--- src/rtl/uart_tx_frame_engine.sv ---
// -----------------------------------------------------------------------------
// uart_tx_frame_engine
//
// Serializes one parallel word into an asynchronous serial frame, least
// significant data bit first:
//   start (0) | DATA_WIDTH data bits | optional parity | STOP_BITS stop (1)
// Bit timing is taken from an external one-CLK-wide baud strobe (Bit_Tick).
//
// Handshake: a word is accepted on a rising CLK edge where Data_Valid=1 and
// Busy=0. Busy is high from the cycle after acceptance until the edge that
// ends the last stop bit; while Busy=1 every input except Bit_Tick is ignored
// and nothing is queued. Frame_Done pulses for one cycle on that final edge.
//
// Parameters:
//   DATA_WIDTH  data bits per frame (5..9)
//   STOP_BITS   stop bits per frame (1 or 2)
//
// Ports:
//   CLK           in   system clock, rising edge
//   RST           in   asynchronous active-high reset
//   P_Data        in   word to transmit
//   Data_Valid    in   transmit request
//   PAR_EN        in   1 = append parity bit (sampled at acceptance)
//   PAR_TYP       in   0 = even, 1 = odd parity (sampled at acceptance)
//   Bit_Tick      in   baud strobe, one pulse per bit period
//   TX_Out        out  registered serial line, idles high
//   Busy          out  frame in progress
//   Frame_Done    out  one-cycle pulse when the engine returns to IDLE
//   o_dbg_state   out  current FSM state encoding
// -----------------------------------------------------------------------------
module uart_tx_frame_engine #(
  parameter int DATA_WIDTH = 8,
  parameter int STOP_BITS  = 1
) (
  input  logic                  CLK,
  input  logic                  RST,
  input  logic [DATA_WIDTH-1:0] P_Data,
  input  logic                  Data_Valid,
  input  logic                  PAR_EN,
  input  logic                  PAR_TYP,
  input  logic                  Bit_Tick,
  output logic                  TX_Out,
  output logic                  Busy,
  output logic                  Frame_Done,
  output logic [2:0]            o_dbg_state
);

  localparam int CW = (DATA_WIDTH > 1) ? $clog2(DATA_WIDTH) : 1;
  localparam logic [CW-1:0] LAST_BIT  = CW'(DATA_WIDTH - 1);
  localparam logic          STOP_LAST = 1'(STOP_BITS - 1);

  typedef enum logic [2:0] {
    S_IDLE   = 3'd0,
    S_ARMED  = 3'd1,
    S_START  = 3'd2,
    S_DATA   = 3'd3,
    S_PARITY = 3'd4,
    S_STOP   = 3'd5
  } state_t;

  state_t                r_state;
  logic [DATA_WIDTH-1:0] r_data;
  logic                  r_par_en;
  logic                  r_parity;
  logic [CW-1:0]         r_bit_cnt;
  logic                  r_stop_cnt;
  logic [CW-1:0]         w_next_idx;

  assign w_next_idx  = r_bit_cnt + 1'b1;
  assign o_dbg_state = r_state;

  always_ff @(posedge CLK or posedge RST) begin
    if (RST) begin
      r_state    <= S_IDLE;
      r_data     <= '0;
      r_par_en   <= 1'b0;
      r_parity   <= 1'b0;
      r_bit_cnt  <= '0;
      r_stop_cnt <= 1'b0;
      TX_Out     <= 1'b1;
      Busy       <= 1'b0;
      Frame_Done <= 1'b0;
    end else begin
      Frame_Done <= 1'b0;
      case (r_state)
        S_IDLE: begin
          TX_Out <= 1'b1;
          Busy   <= 1'b0;
          // Bit_Tick is deliberately ignored here: a tick on the accepting
          // edge must not start the frame, so the start bit waits in ARMED.
          if (Data_Valid) begin
            r_data   <= P_Data;
            r_par_en <= PAR_EN;
            // Even parity is the XOR of the data; odd flips it.
            r_parity <= (^P_Data) ^ PAR_TYP;
            Busy     <= 1'b1;
            r_state  <= S_ARMED;
          end
        end

        S_ARMED: begin
          if (Bit_Tick) begin
            TX_Out  <= 1'b0;
            r_state <= S_START;
          end
        end

        S_START: begin
          if (Bit_Tick) begin
            TX_Out    <= r_data[0];
            r_bit_cnt <= '0;
            r_state   <= S_DATA;
          end
        end

        S_DATA: begin
          if (Bit_Tick) begin
            if (r_bit_cnt < LAST_BIT) begin
              r_bit_cnt <= w_next_idx;
              TX_Out    <= r_data[w_next_idx];
            end else if (r_par_en) begin
              TX_Out  <= r_parity;
              r_state <= S_PARITY;
            end else begin
              TX_Out     <= 1'b1;
              r_stop_cnt <= 1'b0;
              r_state    <= S_STOP;
            end
          end
        end

        S_PARITY: begin
          if (Bit_Tick) begin
            TX_Out     <= 1'b1;
            r_stop_cnt <= 1'b0;
            r_state    <= S_STOP;
          end
        end

        S_STOP: begin
          // Each tick here ends one stop bit; the tick that ends the last
          // one releases Busy, so the next word can be taken one edge later.
          if (Bit_Tick) begin
            if (r_stop_cnt == STOP_LAST) begin
              r_stop_cnt <= 1'b0;
              Busy       <= 1'b0;
              Frame_Done <= 1'b1;
              r_state    <= S_IDLE;
            end else begin
              r_stop_cnt <= r_stop_cnt + 1'b1;
            end
          end
        end

        default: begin
          TX_Out  <= 1'b1;
          Busy    <= 1'b0;
          r_state <= S_IDLE;
        end
      endcase
    end
  end

endmodule

--- config.mk ---
export PLATFORM = sky130hd
export DESIGN_NAME = uart_tx_frame_engine
export DESIGN_NICKNAME = d
export VERILOG_FILES = /design/src/rtl/uart_tx_frame_engine.sv
export SDC_FILE = /design/constraint.sdc
export NUM_CORES = 1
export LEC_CHECK = 0
export BUFFER_PORTS_ARGS = -buffer_cell sky130_fd_sc_hd__buf_2
export CAP_MARGIN = 10
export CORE_MARGIN = 2
export CORE_UTILIZATION = 35
export DETAILED_ROUTE_END_ITERATION = 12
export PLACE_DENSITY = 0.64
export SLEW_MARGIN = 15
export SYNTH_ARGS = -nofsm -noshare
export SYNTH_HDL_FRONTEND = slang
export SYNTH_SLANG_ARGS = --single-unit
--- constraint.sdc ---
create_clock -name CLK -period 1.65 [get_ports CLK]
set_input_delay 0.33 -clock CLK [delete_from_list [all_inputs] [get_ports CLK]]
set_output_delay 0.33 -clock CLK [all_outputs]
set_load 0.01 [all_outputs]
==> flow_summary.json, run 1 <==
{
  "synth_commonest_cells": "18 x dfrtp_1, 9 x mux2_2, 8 x nand2_1",
  "drc": 0,
  "criticalPathCategory": "flop to flop",
  "yosys-top-cells-area": "dfrtp_1 42%, mux2_2 9.6%, xnor2_1 5.8%",
  "wl_per_cell_um": 13.43,
  "synth_edf_count": 0,
  "synth_warnings": 0,
  "syn_area_sq_um": 1061,
  "first_iter_violations": 36,
  "slew_headroom_pct": 78.63,
  "cts-htree-levels": 1,
  "muxShareOfSynthArea_pct": 15.45,
  "async_reset_ff_share_pct": 100.0,
  "crit_path_start_kind": "flop",
  "crit_slowest_cell": "mux4_2",
  "clkLatencyLatePin_ns": 0.29,
  "synthAdderAreaFrac_pct": 1.179,
  "gp_congestion": 0.7576,
  "grt_pass1_wl_mm": 3.767,
  "fin_crit_sh_pct": 103.2,
  "rsz0062_at_grt": "true",
  "drive_above_1_share_pct": 37.30,
  "synth_top_area_cell": "dfrtp_1",
  "synth-xor-area-share_pct": 7.429,
  "finalHoldViolCount": 0,
  "synth_seq_cells": 19,
  "dpl_cell_area_sq_um": 1229,
  "dr.pass1.iters": 4,
  "grt_start_max_net_pins": 15,
  "synth_top_area_share_pct": 42.45,
  "via_per_inst": 5.261,
  "peakVddDrop_v": 0.0006269,
  "yosysSeqAreaShare_pct": 44.93,
  "cts_resized": 0,
  "maxCapViolations": 0,
  "finClkSkew_ns": 0.005036,
  "place_hpwl_mm": 1.692,
  "period_needed_ns": 1.703,
  "synth-simple-area-share_pct": 13.33,
  "worstMarginPinSlew_ns": 0.3206,
  "status": "complete, but fails checks",
  "leakagePower_nw": 0.5747,
  "slowest_delay_ns": 0.49,
  "postSynthAreaPerCell_sq_um": 10.61,
  "path_max_fanout": 3,
  "met2_length_mm": 1.127,
  "io_pins": 20,
  "endpoint_kind": "flop",
  "io_buffers": 19,
  "diodes": 0,
  "vias": 826,
  "pwr_density_cell_nw_per_um2": 1609,
  "num_rows": 19,
  "setup_viol_count_final": 1,
  "cp.arrival_ns": 1.94,
  "antenna_found_initial": 0,
  "post-place-ws_ns": -0.04737,
  "cts_sinks": 19,
  "syn-num-nets": 115,
  "violations": "negative setup slack",
  "ant_nets": 0,
  "wl_met3_um": 58,
  "synthDistinctLibCells": 34,
  "crit_path_cell_trace": "ha_4 -> mux4_2 -> mux2i_1 -> a21oi_1 -> nor4_2 -> nor2_1",
  "nets": 142,
  "synth_compound_area_share_pct": 12.85,
  "grt_pass1_vias": 830,
  "clkTransAtPathRegs_ns": 0.11,
  "dp_cells": 152,
  "overflow": 0,
  "hold_path.class": "primary input to flop",
  "postSynthCellCount": 100,
  "worst_slack_ns": -0.05253,
  "final_area_sq_um": 1265,
  "final_util_pct": 44.71,
  "die_w_um": 59.06,
  "synth_top_family_by_area": "multiplexers",
  "finalWirelength_mm": 2.108,
  "grt_use_total_pct": 14.32,
  "tritoncts": "done",
  "slew_viol_final": 0,
  "cts_buffer_depth": 2,
  "fin_cells": 157,
  "yosysMostFrequentCell": "dfrtp_1",
  "met1_length_um": 888,
  "synthFlopType": "dfrtp_1",
  "die_area_sq_um": 3488,
  "initial_core_util_pct": 37.51,
  "fmax_mhz": 587.4,
  "syn_to_final_growth_pct": 19.22,
  "core_area_sq_um": 2829,
  "cts-root-buf": "clkbuf_4",
  "routed.top_layer": "met4",
  "fp.dieH_um": 59.06,
  "cts_buffers": 3,
  "required_ns": 1.88
}
==> sequential cells by signal, indices dropped and copies added, names as in the netlist <==
name         flops
r_par_en         1
Busy             1
TX_Out           1
Frame_Done       1
r_bit_cnt        3
r_data           8
o_dbg_state      3
r_parity         1
==> cell usage in the layout (no fill, tap or decap), drive strengths merged, types with 2 or more instances in the layout <==
cell / count
nor2: 4
nor3: 4
a21oi: 7
mux2: 9
mux4: 2
xnor2: 7
o21ai: 6
nand2: 8
xor2: 2
clkbuf: 4
nand3: 2
dfrtp: 18
buf: 26
nor3b: 2
inv: 7
==> what timing repair did <==
item                                    CTS  global route
endpoints found under the setup margin    1             1
hold endpoints to repair                  6             0
setup buffers                             0             0
pin swaps                                 1             0
hold buffers                              1             0
==> worst max-delay path, delay by kind of cell (launching register included) <==
family	cells	cell delay, ns
AO/OA/AOI/OAI	1	0.08
AND/OR/NAND/NOR	2	0.20
flip-flops	1	0.44
adder cells (fa/ha/maj)	1	0.29
multiplexers	2	0.62
==> path summary, 6_finish.rpt <==
path,start,to,cells after the start,slack [ns]
max,r_bit_cnt[0],TX_Out,6,-0.05
min,PAR_EN,r_par_en,2,0.27
max reg2reg,r_bit_cnt[0],TX_Out,6,-0.05
min reg2reg,Busy,Busy,1,0.50
max in group asynchronous,RST,r_parity,4,0.69
min in group asynchronous,RST,r_bit_cnt[1],3,0.50
==> power by group <==
| group | internal (W) | switching, W |
|---|---|---|
| combinational | 0.000533 | 0.000439 |
| sequential | 0.000679 | 0.000151 |
| clock | 0.0000940 | 0.000139 |
| total | 0.00131 | 0.000729 |
==> metrics by stage <==
stage          total power, W  TNS (ns)  hold WS (ns)
2_1_floorplan        0.001534  -0.02091        0.2803
3_3_place_gp         0.001766  -0.02982        0.2826
3_5_place_dp         0.001816  -0.04737        0.2995
4_1_cts              0.002052  -0.05956        0.2608
5_1_grt              0.002208   -0.1468        0.2559
6_report             0.002035  -0.05253        0.2660
==> per-layer routing <==
layer,up-vias,track usage (%)
met3,5,2.183
li1,404,-
met5,-,0
met4,0,5.844
met2,16,25.08
met1,401,17.50
==> area by class of cell <==
type,count,area (sq um)
clock buffer,4,26.28
timing repair buffer,27,157.7
inverter,7,26.28
sequential,19,478.0
fill,279,1564
multi-input combinational,69,538.0
tap,31,38.79
==> cell families after synthesis <==
kind of cell,count (synthesis)
mux,12
flops,19
fa+ha+maj,1
xor+xnor,9
simple gates,25
compound gates,22
buf+inv,12
Power figures use the tool's default switching activity.
==> inputs of run 2 (changes only) <==
Settings changed: HOLD_SLACK_MARGIN set to 0.15, PLACE_DENSITY 0.64 to 0.61.
==> flow_summary.json, run 2 (synthesis results as in run 1) <==
{
  "busiest_layer": "met2",
  "rr_endpoint": "TX_Out",
  "worstHoldEndpoint": "r_par_en",
  "dpl_cell_area_sq_um": 1236,
  "slowest_delay_ns": 0.50,
  "crit_slowest_cell": "mux4_2",
  "drive_above_1_share_pct": 38.58,
  "fp.dieH_um": 59.06,
  "met1_usage_pct": 16.83,
  "final_common_cell": "buf_2",
  "final_cell_mix": "19 x buf_2, 17 x dfrtp_1, 9 x mux2_2, 8 x nand2_1, 8 x buf_4",
  "cts_sinks": 19,
  "grt_use_met2_pct": 24.44,
  "cts-root-buf": "clkbuf_4",
  "violations": "negative setup slack",
  "hold_path.class": "primary input to flop",
  "dr.pass1.iters": 4,
  "gp_congestion": 0.7779,
  "nets": 143,
  "endpoint_kind": "flop",
  "total_power_w": 0.002046,
  "core_area_sq_um": 2829,
  "leakagePower_nw": 0.5817,
  "pwr_density_cell_nw_per_um2": 1607,
  "finalHoldViolCount": 0,
  "peakVddDrop_v": 0.0007780,
  "slew_viol_final": 0,
  "grt_pass1_vias": 841,
  "finClkSkew_ns": 0.003987,
  "crit_path_cell_trace": "ha_4 -> mux4_2 -> mux2i_1 -> a21oi_1 -> nor4_2 -> nor2_1",
  "overflow": 0,
  "largest-register": "r_data",
  "ant_nets": 0,
  "tritoncts": "done",
  "cts-htree-levels": 1,
  "grt_start_max_net_pins": 15,
  "setup_viol_count_final": 1,
  "io_pins": 20,
  "min-delay-start": "PAR_EN",
  "required_ns": 1.89,
  "syn_to_final_growth_pct": 20.05,
  "wl_per_cell_um": 13.01,
  "fill_cells": 278,
  "clkTransAtPathRegs_ns": 0.11,
  "fin_crit_sh_pct": 103.4,
  "io_buffers": 19,
  "die_area_sq_um": 3488,
  "fmax_mhz": 586.4,
  "crit_path_start_kind": "flop",
  "rsz0062_at_grt": "true",
  "final_area_sq_um": 1274,
  "slew_headroom_pct": 81.99,
  "min_path_cells": 2,
  "antenna_found_initial": 0,
  "grt_use_total_pct": 14.00,
  "via_per_inst": 5.304,
  "period_needed_ns": 1.705,
  "path_max_fanout": 3,
  "cts_buffer_depth": 2,
  "worst_slack_ns": -0.05531,
  "cp.arrival_ns": 1.95,
  "first_iter_violations": 6,
  "diodes": 0,
  "grtUsageMet3_pct": 2.183,
  "clkLatencyLatePin_ns": 0.30,
  "largest_register_ffs": 8,
  "maxCapViolations": 0,
  "status": "complete, but fails checks",
  "reg2reg_depth": 6,
  "initial_core_util_pct": 37.51,
  "post_cts_buffers": 0,
  "finalWirelength_mm": 2.055,
  "die_w_um": 59.06,
  "place_hpwl_mm": 1.675,
  "cts_buffers": 3,
  "vias": 838,
  "num_rows": 19,
  "criticalPathCategory": "flop to flop",
  "timing.rr.start": "r_bit_cnt[0]",
  "rrSetupSlack_ns": -0.06,
  "grt_pass1_wl_mm": 3.698,
  "drc": 0,
  "fin_tns_setup_ns": -0.05531,
  "worstMarginPinSlew_ns": 0.2702
}
-- run 2: changes by cell type in the layout (fill, tap and decap cells not counted), sizes merged --
cell    delta
clkinv     +1
buf        +1
clkbuf     -1
-- run 2: critical path, delay by kind of cell (launching register included) --
family | cells | cell delay (ns)
AOI/OAI and AO/OA | 1 | 0.09
adders and majority gates | 1 | 0.29
DFF | 1 | 0.44
muxes | 2 | 0.63
and+or+nand+nor | 2 | 0.20
-- run 2: area by class of cell --
cell class	instances	area, sq um	area share, %
flip-flops and latches	19	478.0	37.52
repair buffers	28	165.2	12.97
inverters	7	26.28	2.063
well taps	31	38.79	3.045
multi-input cells	69	538.0	42.24
clock buffers	3	22.52	1.768
clock inverters	1	5.005	0.3929
-- run 2: power breakdown --
part / switching, W / total [W] / internal [W]
combinational: 0.000444 / 0.000986 / 0.000543
sequential: 0.000141 / 0.000820 / 0.000679
clock: 0.000149 / 0.000240 / 0.0000904
total: 0.000734 / 0.00205 / 0.00131
-- run 2: timing repair --
item                       in CTS  in global routing
hold buffers                    1                  0
gates resized for setup         0                  0
hold endpoints to repair        5                  0
setup endpoints to repair       1                  1
-- run 2: worst max-delay path by stage --
stage	startpoint	endpoint	cells past startpoint
after floorplan	r_bit_cnt[0]	TX_Out	6
after global placement	r_bit_cnt[0]	TX_Out	6
after detailed placement	r_bit_cnt[0]	TX_Out	6
after CTS	r_bit_cnt[0]	TX_Out	6
after global routing	r_bit_cnt[0]	TX_Out	6
final	r_bit_cnt[0]	TX_Out	6
-- run 2: through the flow --
| step | instances | utilization (%) | setup slack (ns) | hold WS [ns] |
|---|---|---|---|---|
| after floorplan | 100 | - | -0.02091 | 0.2803 |
| after global placement | 153 | 43.70 | -0.02736 | 0.2734 |
| after detailed placement | 153 | 43.70 | -0.06647 | 0.2760 |
| after CTS | 158 | 45.02 | -0.06824 | 0.2463 |
| after global routing | 158 | 45.02 | -0.1366 | 0.2494 |
| final | 158 | 45.02 | -0.05531 | 0.2511 |
-- run 2: per-layer routing --
layer,wire length (um),up-vias
li1,-,405
met1,913,403
met2,1034,22
met3,61,8
met4,45,0
met5,0,-
